`config.mk`:
```
export PLATFORM = sky130hd
export DESIGN_NAME = dmem_arbiter
export DESIGN_NICKNAME = d
export VERILOG_FILES = /design/src/rtl/dmem_arbiter.sv
export SDC_FILE = /design/constraint.sdc
export NUM_CORES = 1
export LEC_CHECK = 0
export BUFFER_PORTS_ARGS = -buffer_cell sky130_fd_sc_hd__buf_2
export CORE_AREA = 2 2 172 174
export CTS_CLUSTER_SIZE = 28
export DETAILED_ROUTE_END_ITERATION = 12
export DIE_AREA = 0 0 174 176
export GPL_ROUTABILITY_DRIVEN = 0
export PLACE_DENSITY_LB_ADDON = 0.25
export RECOVER_POWER = 50
export SKIP_CTS_REPAIR_TIMING = 1
export SKIP_LAST_GASP = 1
export SLEW_MARGIN = 5
export SYNTH_ARGS = -nofsm -noshare
export SYNTH_HDL_FRONTEND = slang
export SYNTH_SLANG_ARGS = --single-unit
```
`constraint.sdc`:
```
create_clock -name CLK -period 3.9 [get_ports CLK]
set_input_delay 0.39 -clock CLK [delete_from_list [all_inputs] [get_ports CLK]]
set_output_delay 0.39 -clock CLK [all_outputs]
set_load 0.03 [all_outputs]
```
`src/rtl/dmem_arbiter.sv`:
```
// Two-port data-memory arbiter: port 0 has priority, bounded by MAX_BURST so port 1 cannot starve.
// Latency: grant in the same cycle as the request; read data and RValid are registered, 1 cycle after the grant.
// Backpressure: a requester holds Req/WE/A/WD until its Gnt is seen high. `DMEM_ARB_STATS_EN adds grant and wait counters.
module dmem_arbiter #(
    parameter int SIZE      = 48,
    parameter int MAX_BURST = 4
) (
    input  logic            CLK,
    input  logic            Reset,
    input  logic            Req0,
    input  logic            Req1,
    input  logic            WE0,
    input  logic            WE1,
    input  logic [SIZE-1:0] A0,
    input  logic [SIZE-1:0] A1,
    input  logic [SIZE-1:0] WD0,
    input  logic [SIZE-1:0] WD1,
    output logic            Gnt0,
    output logic            Gnt1,
    output logic            RValid0,
    output logic            RValid1,
    output logic [SIZE-1:0] RD0,
    output logic [SIZE-1:0] RD1,
    output logic            MemWE,
    output logic [SIZE-1:0] MemA,
    output logic [SIZE-1:0] MemWD,
    input  logic [SIZE-1:0] MemRD
`ifdef DMEM_ARB_STATS_EN
    ,
    output logic [31:0]     StatGnt0,
    output logic [31:0]     StatGnt1,
    output logic [31:0]     StatWait
`endif
);

    typedef enum logic [1:0] {IDLE, OWN0, OWN1} state_t;

    localparam logic [3:0] MAX_B = 4'(MAX_BURST);

    state_t     state;
    logic [3:0] bcnt;
    logic       win0;
    logic       win1;

    // Port 0 wins unless port 1 is waiting and the burst budget is spent.
    always_comb begin
        win0 = 1'b0;
        win1 = 1'b0;
        if (!Reset) begin
            win0 = Req0 && (!Req1 || (bcnt < MAX_B));
            win1 = Req1 && !win0;
        end
    end

    assign Gnt0  = win0;
    assign Gnt1  = win1;
    assign MemA  = win1 ? A1  : A0;
    assign MemWD = win1 ? WD1 : WD0;
    assign MemWE = (win0 && WE0) || (win1 && WE1);

    always_ff @(posedge CLK or posedge Reset) begin
        if (Reset) begin
            state   <= IDLE;
            bcnt    <= 4'd0;
            RValid0 <= 1'b0;
            RValid1 <= 1'b0;
            RD0     <= '0;
            RD1     <= '0;
        end else begin
            if (win0)
                state <= OWN0;
            else if (win1)
                state <= OWN1;
            else
                state <= IDLE;

            // Only a contested port-0 win extends the burst; anything else restarts it.
            bcnt    <= (win0 && Req1) ? bcnt + 4'd1 : 4'd0;

            RValid0 <= win0 && !WE0;
            RValid1 <= win1 && !WE1;
            if (win0 && !WE0)
                RD0 <= MemRD;
            if (win1 && !WE1)
                RD1 <= MemRD;
        end
    end

    // Owner state is for observation only; keep it consistent with the grants.
    a_own0: assert property (@(posedge CLK) disable iff (Reset) Gnt0 |=> (state == OWN0));
    a_own1: assert property (@(posedge CLK) disable iff (Reset) Gnt1 |=> (state == OWN1));

`ifdef DMEM_ARB_STATS_EN
    function automatic logic [31:0] sat_add(input logic [31:0] a, input logic [1:0] inc);
        logic [32:0] s;
        s = {1'b0, a} + 33'(inc);
        return s[32] ? 32'hFFFF_FFFF : s[31:0];
    endfunction

    logic [1:0] wait_inc;
    assign wait_inc = {1'b0, Req0 && !win0} + {1'b0, Req1 && !win1};

    always_ff @(posedge CLK or posedge Reset) begin
        if (Reset) begin
            StatGnt0 <= 32'd0;
            StatGnt1 <= 32'd0;
            StatWait <= 32'd0;
        end else begin
            StatGnt0 <= sat_add(StatGnt0, {1'b0, win0});
            StatGnt1 <= sat_add(StatGnt1, {1'b0, win1});
            StatWait <= sat_add(StatWait, wait_inc);
        end
    end
`endif

endmodule

```
# Word level (Yosys, flattened, before mapping)
# Index checks and enable logic that the tools add are counted.
[classes] n_lt_le_gt_ge=1 reduce_logical=13 n_mux=5 n_addsub=1
[ops] op="$mux W48" n=2
[ops] op="$logic_and A1 B1 Y1" n=7
[ops] op="$add A4 B1 Y4 const B" n=1
[ops] op="$logic_not A1 Y1" n=4
[ops] op="$lt A4 B3 Y1 const B" n=1
[ops] op="$mux W4" n=1
[ops] op="$logic_or A1 B1 Y1" n=2
[ops] op="$mux W1" n=2
[word_totals] register_bits=102 out_inout_bits=197

# Depth between registers and ports, before layout
# Gate-level depths: netlist (run 1).
[logic_depth] word_depth=8 mapped_depth=5 mapped_depth_nobuf=4

# Worst setup path before layout (run 1)
# OpenSTA, ideal clock, no wires.
[synth_timing] path_kind="input port to output port" startpoint="input Reset" endpoint="output MemWD[19]" setup_slack_ps=1979 cell_stages=5 arrival_time_ps=1531 path_cell_list="nand2b_1 > a21oi_2 > buf_4 > buf_4 > mux2_2"
[synth_between] elab_chain_len=2
[synth_rtl] item="start: declaration" line="9" text="input logic Reset,"
[synth_rtl] item="$mux W1" line="49" text="if (!Reset) begin"
[synth_rtl] item="$mux W48" line="58" text="assign MemWD = win1 ? WD1 : WD0;"
[synth_rtl] item="end: declaration" line="26" text="output logic [SIZE-1:0] MemWD,"
# Every way passes these cells.

# Worst setup path after layout (run 1)
[layout_timing] startpoint="register bcnt[3]" endpoint="output MemWD[19]"
[layout_between] elab_chain_len=7
[layout_rtl] item="start: declaration" line="41" text="logic [3:0] bcnt;"
[layout_rtl] item="start signal: assignment" line="78" text="bcnt <= (win0 && Req1) ? bcnt + 4'd1 : 4'd0;"
[layout_rtl] item="$lt A4 B3 Y1" line="50" text="win0 = Req0 && (!Req1 || (bcnt < MAX_B));"
[layout_rtl] item="$logic_or A1 B1 Y1" line="50"
[layout_rtl] item="$logic_and A1 B1 Y1" line="50"
[layout_rtl] item="$logic_not A1 Y1" line="51" text="win1 = Req1 && !win0;"
[layout_rtl] item="$logic_and A1 B1 Y1" line="51"
[layout_rtl] item="$mux W1" line="49"
[layout_rtl] item="$mux W48" line="58"
# Every way passes these cells.

==> results of run 1 <==
[cell usage in the layout, fill, tap and decap left out]
master | netlist | final
clkbuf_16 | 0 | 9
ha_1 | 1 | 1
inv_1 | 3 | 2
clkbuf_1 | 0 | 96
nand2b_1 | 1 | 1
clkinvlp_2 | 0 | 1
buf_4 | 6 | 7
clkinv_4 | 0 | 1
or3b_1 | 1 | 1
and2_1 | 1 | 1
inv_6 | 0 | 2
mux2_4 | 9 | 9
buf_12 | 0 | 2
mux2_2 | 183 | 183
a21oi_4 | 0 | 1
nor3b_1 | 1 | 1
inv_4 | 1 | 1
nand3_1 | 2 | 2
o21ai_0 | 1 | 1
conb_1 | 1 | 1
nor2_1 | 4 | 4
buf_2 | 11 | 347
clkinvlp_4 | 0 | 2
diode_2 | 0 | 4
inv_8 | 0 | 1
dfrtp_1 | 102 | 102
nor2b_1 | 1 | 1
nand3b_1 | 1 | 1
a22o_1 | 1 | 1
nand2_2 | 1 | 1
clkbuf_2 | 0 | 1
[area by class of cell]
class	instances	share of cell area [%]
Clock buffer	9	2.869
Timing Repair Buffer	453	27.96
Antenna cell	4	0.1275
Clock inverter	6	0.6694
Multi-Input combinational cell	210	29.50
Sequential cell	102	32.52
Tap cell	384	6.120
Inverter	4	0.2391
[cells by family (layout without fill, tap and decap cells)]
group,Yosys count,count (layout)
compound gates,3,3
fa+ha+maj,1,1
buf+inv,23,472
flops,102,102
mux,192,192
other cells,1,5
simple gates,13,13
[sequential cells by signal (all words and copies together) (netlist names)]
register,flops
RD1,48
bcnt,4
RD0,48
RValid1,1
RValid0,1
[how the worst max path moves through the flow]
stage                           to  slack, ns
3_3_place_gp             MemWD[46]       1.31
2_1_floorplan   RD0[0]$_DFFE_PP0P_       0.83
4_1_cts                  MemWD[46]       1.19
5_1_grt        RD1[43]$_DFFE_PP0P_       0.73
3_5_place_dp             MemWD[46]       1.30
6_report                 MemWD[19]       1.21
[metal layers]
metal / part of all wire, % / track usage [%]
met2: 46 / 20.52
met5: 0.18 / 0
met3: 10 / 5.857
met1: 42 / 15.60
met4: 1.2 / 3.852
[worst max-delay path, stage by stage, from the launching register on]
cell and delay [ns]:
dfrtp_1 0.37, nor2_1 0.10, a21oi_4 0.55, buf_12 0.32, mux2_2 0.38, buf_2 0.18
[power groups by stage]
stage | Sequential, mW | Combinational [mW] | Clock (mW)
2_1_floorplan | 1.83 | 0.519 | 0
3_3_place_gp | 1.39 | 1.49 | 0
3_5_place_dp | 1.39 | 1.49 | 0
4_1_cts | 1.37 | 1.49 | 0.912
5_1_grt | 1.41 | 1.49 | 0.955
6_report | 1.38 | 1.41 | 0.877
[metrics by stage]
step / instance area, um2 / cells / setup WS, ns
3_5_place_dp: 7689 / 1153 / 1.300
4_1_cts: 7966 / 1168 / 1.187
3_3_place_gp: 7689 / 1153 / 1.305
5_1_grt: 7845 / 1170 / 0.7323
6_report: 7850 / 1172 / 1.212
2_1_floorplan: 5001 / 335 / 0.8345
==> results.yml, run 1 <==
cells_and_area:
  syn2layout_area_growth_pct: 56.97
  nets: 1027
  multi_input_area_mm2: 0.002316
  final_util_pct: 27.50
  drive_above_1_share_pct: 72.45
  nFillCells: 3087
  seq_area_mm2: 0.002552
critical_path:
  crit_start: "bcnt[3]$_DFF_PP0_"
  critical_path_class: "reg -> out"
  r2r_cells: 5
  r2r_start: "bcnt[3]$_DFF_PP0_"
  path_max_fanout: 45
  crit_path_start_kind: "register"
  setup.worst_path.end_class: "primary output"
  worst_ep_arrival_time_ns: 2.30
  timing.rr.end: "RD1[0]$_DFFE_PP0P_"
  r2r_slack_ns: 1.91
  worstPathRequired_ns: 3.51
logic_synthesis:
  async_reset_ff_share_pct: 100.0
  synth_xor_area_share_pct: 0
  yosys.area_share.simple_pct: 1.476
  synthAdderAreaFrac_pct: 0.2502
  netlist.area_leader.share_pct: 51.04
  syn_nets: 582
  syn_inst: 335
  avgSynthCellArea_um2: 14.93
  yosysMostFrequentCell: "mux2_2"
  synthMuxAreaShare_pct: 43.91
  synth_cell_types: 22
  synth_compound_area_share_pct: 0.4503
  synth_top_family_by_area: "multiplexers"
  synth_area_mm2: 0.005001
  ys_warn_count: 0
  synth_largest_area_cell: "dfrtp_1"
  synth_area_leaders: "dfrtp_1, mux2_2, mux2_4"
  synth.yosys.seq_area_share_pct: 51.04
  ys.flop_type: "dfrtp_1"
  synth_edf_count: 0
  synthTopCellsByCount: "mux2_2, dfrtp_1, buf_2, mux2_4, buf_4"
  ys_ff_latch: 102
sta:
  fmax_mhz: 372.0
  finalCritPeriodShare_pct: 68.92
  slew_headroom_pct: -53.81
  post-route-min-period_ns: 2.688
  worstMarginPinSlew_ns: 2.294
  fin_tns_setup_ns: 0
  slew_viol_final: 52
  rsz0062_at_grt: "false"
  hold_viol: 0
  finalSetupViolCount: 0
  worst_clock_skew_ns: 0.01201
  whs_ns: 0.2782
drt:
  drt-total-wl_mm: 20.47
  vias: 4544
  postRouteAntennaNets: 0
  drtIter0Drc: 167
  via_per_inst: 3.877
  first_pass_iters: 4
  wire_per_inst_um: 17.47
  drc: 0
die:
  coreArea_mm2: 0.02855
  dieArea_mm2: 0.03062
  die_x_um: 174
  rows: 62
  start_util_pct: 17.52
  ioPinCount: 443
  fp.dieH_um: 176
hold_path:
  hold_path_end: "RD1[3]$_DFFE_PP0P_"
  hold_depth: 2
  hold_start: "MemRD[3]"
  hold_path_class: "in -> reg"
power:
  seqPwrFrac_pct: 37.6
  internal-power_mw: 2.195
  peakVddDrop_mv: 0.1926
  clockPowerShare_pct: 23.9
  total_power_mw: 3.670
  powerDensity_mw_per_mm2: 467.5
  pwr-share-comb_pct: 38.5
  switching_power_mw: 1.476
  p_leak_nw: 3.748
  switching_share_pct: 40.20
global_routing:
  antenna_found_initial: 11
  grt_max_degree: 52
  gr-total-overflow: 0
  first_global_vias: 4632
  track_usage_pct: 12.88
  grt_pass1_wl_mm: 29.45
placement:
  io_buffers: 442
  hpwl_mm: 17.09
clock_network:
  ctsLongestPathBuffers: 2
  clock_latency_ns: 0.35
  path_clk_slew_ns: 0.08
  cts-buffers-inserted: 9
  cts_tree: "built"
  clock_sinks: 102
  clockRootBuffer: "clkbuf_16"
  h-tree-depth: 3
flow_run:
  maxCapViolations: 1
outcome:
  outcome: "finished, violations left"
  violations: "capacitance limit, slew limit"
(Power assumes the default switching activity.)
==> run 2: changes to the inputs <==
--- a/config.mk
+++ b/config.mk
@@ -5,11 +5,12 @@
 export SDC_FILE = /design/constraint.sdc
 export NUM_CORES = 1
 export LEC_CHECK = 0
+export ABC_AREA = 1
 export BUFFER_PORTS_ARGS = -buffer_cell sky130_fd_sc_hd__buf_2
-export CORE_AREA = 2 2 172 174
+export CORE_AREA = 2 2 171 173
 export CTS_CLUSTER_SIZE = 28
 export DETAILED_ROUTE_END_ITERATION = 12
-export DIE_AREA = 0 0 174 176
+export DIE_AREA = 0 0 173 175
 export GPL_ROUTABILITY_DRIVEN = 0
 export PLACE_DENSITY_LB_ADDON = 0.25
 export RECOVER_POWER = 50
==> constraint.sdc (replaced) <==
create_clock -name CLK -period 2.5 [get_ports CLK]
set_input_delay 0.25 -clock CLK [delete_from_list [all_inputs] [get_ports CLK]]
set_output_delay 0.25 -clock CLK [all_outputs]
set_load 0.03 [all_outputs]
==> run 2 against run 1 <==
  * Critical path depth increased by 3
  * Largest cell class unchanged
  * Non-clock buffer count increased by 6
  * Clock skew up 0.0032 ns
  * First-iteration DRC count grew 130%
  * Critical endpoint is now MemA[2]
  * The flow still finishes with violations (capacitance limit, slew limit)
  * Power grew 55%
  * Die area is 1.1% lower
  * Cell count grew 34%
  * Wire length grew 37%
  * Global-route usage is 4.5 points higher
  * Core utilization grew 1.3 points
  * Sequential share of layout area down 1.3 points
==> results.yml, run 2 <==
sta:
  post-route-min-period_ns: 2.317
  finalCritPeriodShare_pct: 92.69
  hold_viol: 0
  slew_headroom_pct: -24.05
  whs_ns: 0.1416
  worst_clock_skew_ns: 0.01523
  rsz0062_at_grt: "false"
  fin_tns_setup_ns: 0
  final.setup.worst_slack_ns: 0.1828
  worstMarginPinSlew_ns: 1.861
  finalSetupViolCount: 0
  slew_viol_final: 152
  fmax_mhz: 431.6
die:
  fp.dieH_um: 175
  dieArea_mm2: 0.03028
  ioPinCount: 443
  start_util_pct: 18.97
  rows: 62
  coreArea_mm2: 0.02839
  die_x_um: 173
cells_and_area:
  finalInstanceArea_mm2: 0.008175
  syn2layout_area_growth_pct: 51.78
  nets: 1424
  largestRegisters: "RD0 x48, RD1 x48, bcnt x4"
  layout_commonest_cell: "nand2_1"
  final_util_pct: 28.79
  drive_above_1_share_pct: 32.74
  layout_common_cells: "nand2_1, buf_2, dfrtp_1, clkbuf_1, nand4_1"
  nFillCells: 3231
  layoutNonFillerInstCount: 1569
logic_synthesis:
  synth_edf_count: 0
  ys_ff_latch: 102
  ys.flop_type: "dfrtp_1"
  syn_nets: 1014
  syn_inst: 767
  yosysMostFrequentCell: "nand2_1"
  async_reset_ff_share_pct: 100.0
  avgSynthCellArea_um2: 7.023
  synth_area_leaders: "dfrtp_1, nand2_1, nand4_1"
  synth_area_mm2: 0.005386
  synthTopCellsByCount: "nand2_1, dfrtp_1, nand4_1, clkbuf_1, buf_2"
  synth.yosys.seq_area_share_pct: 47.39
  synth_largest_area_cell: "dfrtp_1"
  synth_cell_types: 19
  netlist.area_leader.share_pct: 47.39
  ys_warn_count: 0
drt:
  wire_per_inst_um: 17.91
  drc: 0
  postRouteAntennaNets: 0
  drtIter0Drc: 392
  via_per_inst: 4.304
  vias: 6753
  first_pass_iters: 7
  drt-total-wl_mm: 28.10
critical_path:
  crit_start: "bcnt[2]$_DFF_PP0_"
  critical_path_buf_inv_count: 3
  cpLargestDelayFamily: "buffers and inverters"
  crit_path_start_kind: "register"
  cpPeakStageDelay_ns: 0.41
  worstPathRequired_ns: 2.25
  r2r_start: "bcnt[2]$_DFF_PP0_"
  r2r_slack_ns: 0.75
  timing.rr.end: "RD1[18]$_DFFE_PP0P_"
  crit_path_cell_trace: "o21ai_2 > nand2_2 > nand2_4 > inv_4 > buf_4 > nand2_1 > nand2_1 > buf_2"
  critical_path_class: "reg -> out"
  setup.worst_path.end_class: "primary output"
  worst_ep_arrival_time_ns: 2.07
  cp-endpoint: "MemA[2]"
  crit_path_frequent_cell: "nand2_1"
  path_max_fanout: 19
  critPathSlowestCell: "dfrtp_1"
  r2r_cells: 7
  cp.depth: 8
clock_network:
  cts_tree: "built"
  path_clk_slew_ns: 0.08
  clock_latency_ns: 0.36
  cts-buffers-inserted: 9
  h-tree-depth: 3
  clock_sinks: 102
  ctsLongestPathBuffers: 2
  clockRootBuffer: "clkbuf_16"
global_routing:
  grt_max_degree: 82
  grt_pass1_wl_mm: 40.09
  first_global_vias: 6329
  track_usage_pct: 17.41
  gr-total-overflow: 0
  antenna_found_initial: 17
power:
  powerDensity_mw_per_mm2: 696.7
  peakVddDrop_mv: 0.3335
  p_leak_nw: 4.742
  total_power_mw: 5.696
outcome:
  outcome: "finished, violations left"
  violations: "capacitance limit, slew limit"
flow_run:
  maxCapViolations: 2
hold_path:
  hold_path_class: "in -> reg"
placement:
  post-place-ws_ns: 0.4239
  dpl_cell_area_mm2: 0.007999
  dp_cells: 1549
  io_buffers: 442
  hpwl_mm: 21.15
==> run 2: per-layer routing <==
layer	routed length [um]	track usage, %	part of all wire [%]
met1	12090	22.82	43
met2	13080	27.28	47
met3	2395	6.070	8.5
met4	469	4.555	1.7
met5	64	0	0.23
==> run 2: area by class of cell <==
class | instances | area, um2 | share of cell area, %
diodes | 3 | 7.507 | 0.09183
clock inverters | 6 | 62.56 | 0.7652
flip-flops and latches | 102 | 2552 | 31.22
inverters | 10 | 41.29 | 0.5051
repair buffers | 459 | 2273 | 27.81
clock buffers | 10 | 229.0 | 2.801
well taps | 384 | 480.5 | 5.877
multi-input cells | 595 | 2529 | 30.93
==> run 2: report_power, final <==
part	internal, mW	switching, mW	leakage (nW)	total (mW)
Clock	0.704	0.716	0.142	1.42
Sequential	1.95	0.166	1.28	2.11
Combinational	0.555	1.61	3.32	2.16
Total	3.21	2.49	4.74	5.70
==> run 2: tightest hold or removal path, cell delays in order <==
cell     delay [ns]
buf_2          0.09
nand4_1        0.08
nand2_1        0.06
==> run 2: worst min path at each step <==
stage | startpoint | to | slack, ns | cells past startpoint
after detailed placement | Reset | RD1[47]$_DFFE_PP0P_ | 0.42 | 3
after global routing | MemRD[35] | RD0[35]$_DFFE_PP0P_ | 0.13 | 3
after floorplan | MemRD[10] | RD0[10]$_DFFE_PP0P_ | 0.39 | 2
final | MemRD[40] | RD0[40]$_DFFE_PP0P_ | 0.14 | 3
after CTS | Reset | RD1[46]$_DFFE_PP0P_ | 0.02 | 3
after global placement | Reset | RD1[47]$_DFFE_PP0P_ | 0.42 | 3
==> run 2: logic make-up (layout without fill, tap and decap cells) <==
kind of cell,after synthesis,after routing,synth area share (%)
compound gates,2,2,0.2555
xor+xnor,1,1,0.1626
other cells,1,4,0.06962
simple gates,590,590,45.90
buf+inv,70,485,5.993
fa+ha+maj,1,1,0.2323
flops,102,102,47.39
==> run 3: changes to the inputs <==
--- a/config.mk
+++ b/config.mk
@@ -7,10 +7,11 @@
 export LEC_CHECK = 0
 export ABC_AREA = 1
 export BUFFER_PORTS_ARGS = -buffer_cell sky130_fd_sc_hd__buf_2
-export CORE_AREA = 2 2 171 173
+export CORE_AREA = 2 2 174 176
+export CTS_BUF_LIST = sky130_fd_sc_hd__clkbuf_8
 export CTS_CLUSTER_SIZE = 28
 export DETAILED_ROUTE_END_ITERATION = 12
-export DIE_AREA = 0 0 173 175
+export DIE_AREA = 0 0 176 178
 export GPL_ROUTABILITY_DRIVEN = 0
 export PLACE_DENSITY_LB_ADDON = 0.25
 export RECOVER_POWER = 50
==> run 3 against run 2 <==
  * The run now ends clean
  * Combinational power about the same
  * Via count decreased by 0.61%
  * Register-to-register slack about the same
  * Wire length decreased by 2.1%
  * Critical path depth increased by 1
  * Fmax decreased by 3.9%
  * Die area increased by 3.5%
  * Non-clock buffer count decreased by 2
  * Largest cell class unchanged
  * Largest power group unchanged
==> results.yml, run 3 (synthesis gave the netlist of run 2 again) <==
die:
  ioPinCount: 443
  die_x_um: 176
  fp.dieH_um: 178
  rows: 63
  start_util_pct: 18.32
  coreArea_mm2: 0.02940
  dieArea_mm2: 0.03133
critical_path:
  r2r_slack_ns: 0.74
  path_max_fanout: 61
  critPathSlowestCell: "dlygate4sd3_1"
  crit_path_start_kind: "primary input"
  critical_path_buf_inv_count: 5
  worst_ep_arrival_time_ns: 2.16
  setup.worst_path.end_class: "primary output"
  worstPathRequired_ns: 2.25
  cpLargestDelayFamily: "buffers and inverters"
  crit_path_cell_trace: "dlygate4sd3_1 > buf_2 > nor2_4 > nand2_4 > inv_2 > buf_12 > nand2_1 > nand2_1 > buf_2"
  cpPeakStageDelay_ns: 0.54
  critical_path_class: "in -> out"
drt:
  wire_per_inst_um: 17.45
  postRouteAntennaNets: 0
  drc: 0
  vias: 6712
  drtIter0Drc: 491
  first_pass_iters: 5
  via_per_inst: 4.259
  drt-total-wl_mm: 27.50
sta:
  finalCritPeriodShare_pct: 96.46
  fmax_mhz: 414.7
  slew_viol_final: 0
  slew_headroom_pct: 33.07
  post-route-min-period_ns: 2.412
  fin_tns_setup_ns: 0
  worst_clock_skew_ns: 0.01530
  finalSetupViolCount: 0
  final.setup.worst_slack_ns: 0.08847
  hold_viol: 0
  worstMarginPinSlew_ns: 1.004
  rsz0062_at_grt: "false"
power:
  peakVddDrop_mv: 0.3073
  p_leak_nw: 4.680
  total_power_mw: 5.352
  powerDensity_mw_per_mm2: 664.3
global_routing:
  grt_max_degree: 97
  grt_pass1_wl_mm: 38.34
  first_global_vias: 6250
  gr-total-overflow: 0
  track_usage_pct: 16.24
  antenna_found_initial: 14
cells_and_area:
  syn2layout_area_growth_pct: 49.57
  layout_common_cells: "nand2_1, buf_2, dfrtp_1, clkbuf_1, nand4_1"
  finalInstanceArea_mm2: 0.008056
  final_util_pct: 27.40
  nets: 1422
  drive_above_1_share_pct: 32.46
  largestRegisters: "RD0 x48, RD1 x48, bcnt x4"
  layout_commonest_cell: "nand2_1"
clock_network:
  h-tree-depth: 3
  clock_latency_ns: 0.39
  path_clk_slew_ns: 0.13
  clockRootBuffer: "clkbuf_8"
  ctsLongestPathBuffers: 2
  clock_sinks: 102
  cts-buffers-inserted: 9
  cts_tree: "built"
placement:
  post-place-ws_ns: 0.6200
  io_buffers: 442
  hpwl_mm: 21.19
  dpl_cell_area_mm2: 0.007979
flow_run:
  maxCapViolations: 0
outcome:
  outcome: "finished clean"
hold_path:
  hold_path_class: "in -> reg"
run 3: power by group:
| part | switching, mW | internal, mW |
|---|---|---|
| registers | 0.167 | 1.95 |
| clock network | 0.686 | 0.390 |
| logic | 1.62 | 0.548 |
run 3: metal layers:
| layer | wire length (um) | share of wire [%] | global-route usage [%] | vias to the layer above |
|---|---|---|---|---|
| met5 | 13 | 0.047 | 0 | - |
| met4 | 845 | 3.1 | 6.061 | 2 |
| met3 | 2418 | 8.8 | 4.817 | 37 |
| met2 | 12350 | 45 | 24.29 | 294 |
| met1 | 11880 | 43 | 22.09 | 3109 |
| li1 | - | - | - | 3270 |
run 3: stage by stage:
stage,std cells,hold WS (ns)
2_1_floorplan,767,0.3946
3_3_place_gp,1553,0.2853
3_5_place_dp,1553,0.2835
4_1_cts,1569,-0.1763
5_1_grt,1575,0.08015
6_report,1576,0.1014
run 3: worst paths after layout:
path                                         from             endpoint  cells past startpoint
worst max-delay path                        Reset             MemA[35]                      9
worst min-delay path                    MemRD[36]  RD0[36]$_DFFE_PP0P_                      3
worst max register to register  bcnt[2]$_DFF_PP0_  RD1[27]$_DFFE_PP0P_                      7
worst min register to register  bcnt[0]$_DFF_PP0_    bcnt[0]$_DFF_PP0_                      1
max in group asynchronous                   Reset  RD1[27]$_DFFE_PP0P_                      4
min in group asynchronous                   Reset  RD0[46]$_DFFE_PP0P_                      3
run 3: layout make-up:
class,instances,area (um2)
Antenna cell,6,15.01
Clock buffer,9,123.9
Clock inverter,7,66.31
Fill cell,3405,21350
Inverter,10,42.54
Multi-Input combinational cell,595,2529
Sequential cell,102,2552
Tap cell,390,488.0
Timing Repair Buffer,457,2240
run 3: worst min-delay path, delay by kind of cell:
family / cells / cell delay, ns
AND/OR/NAND/NOR: 2 / 0.12
buffers and inverters: 1 / 0.11
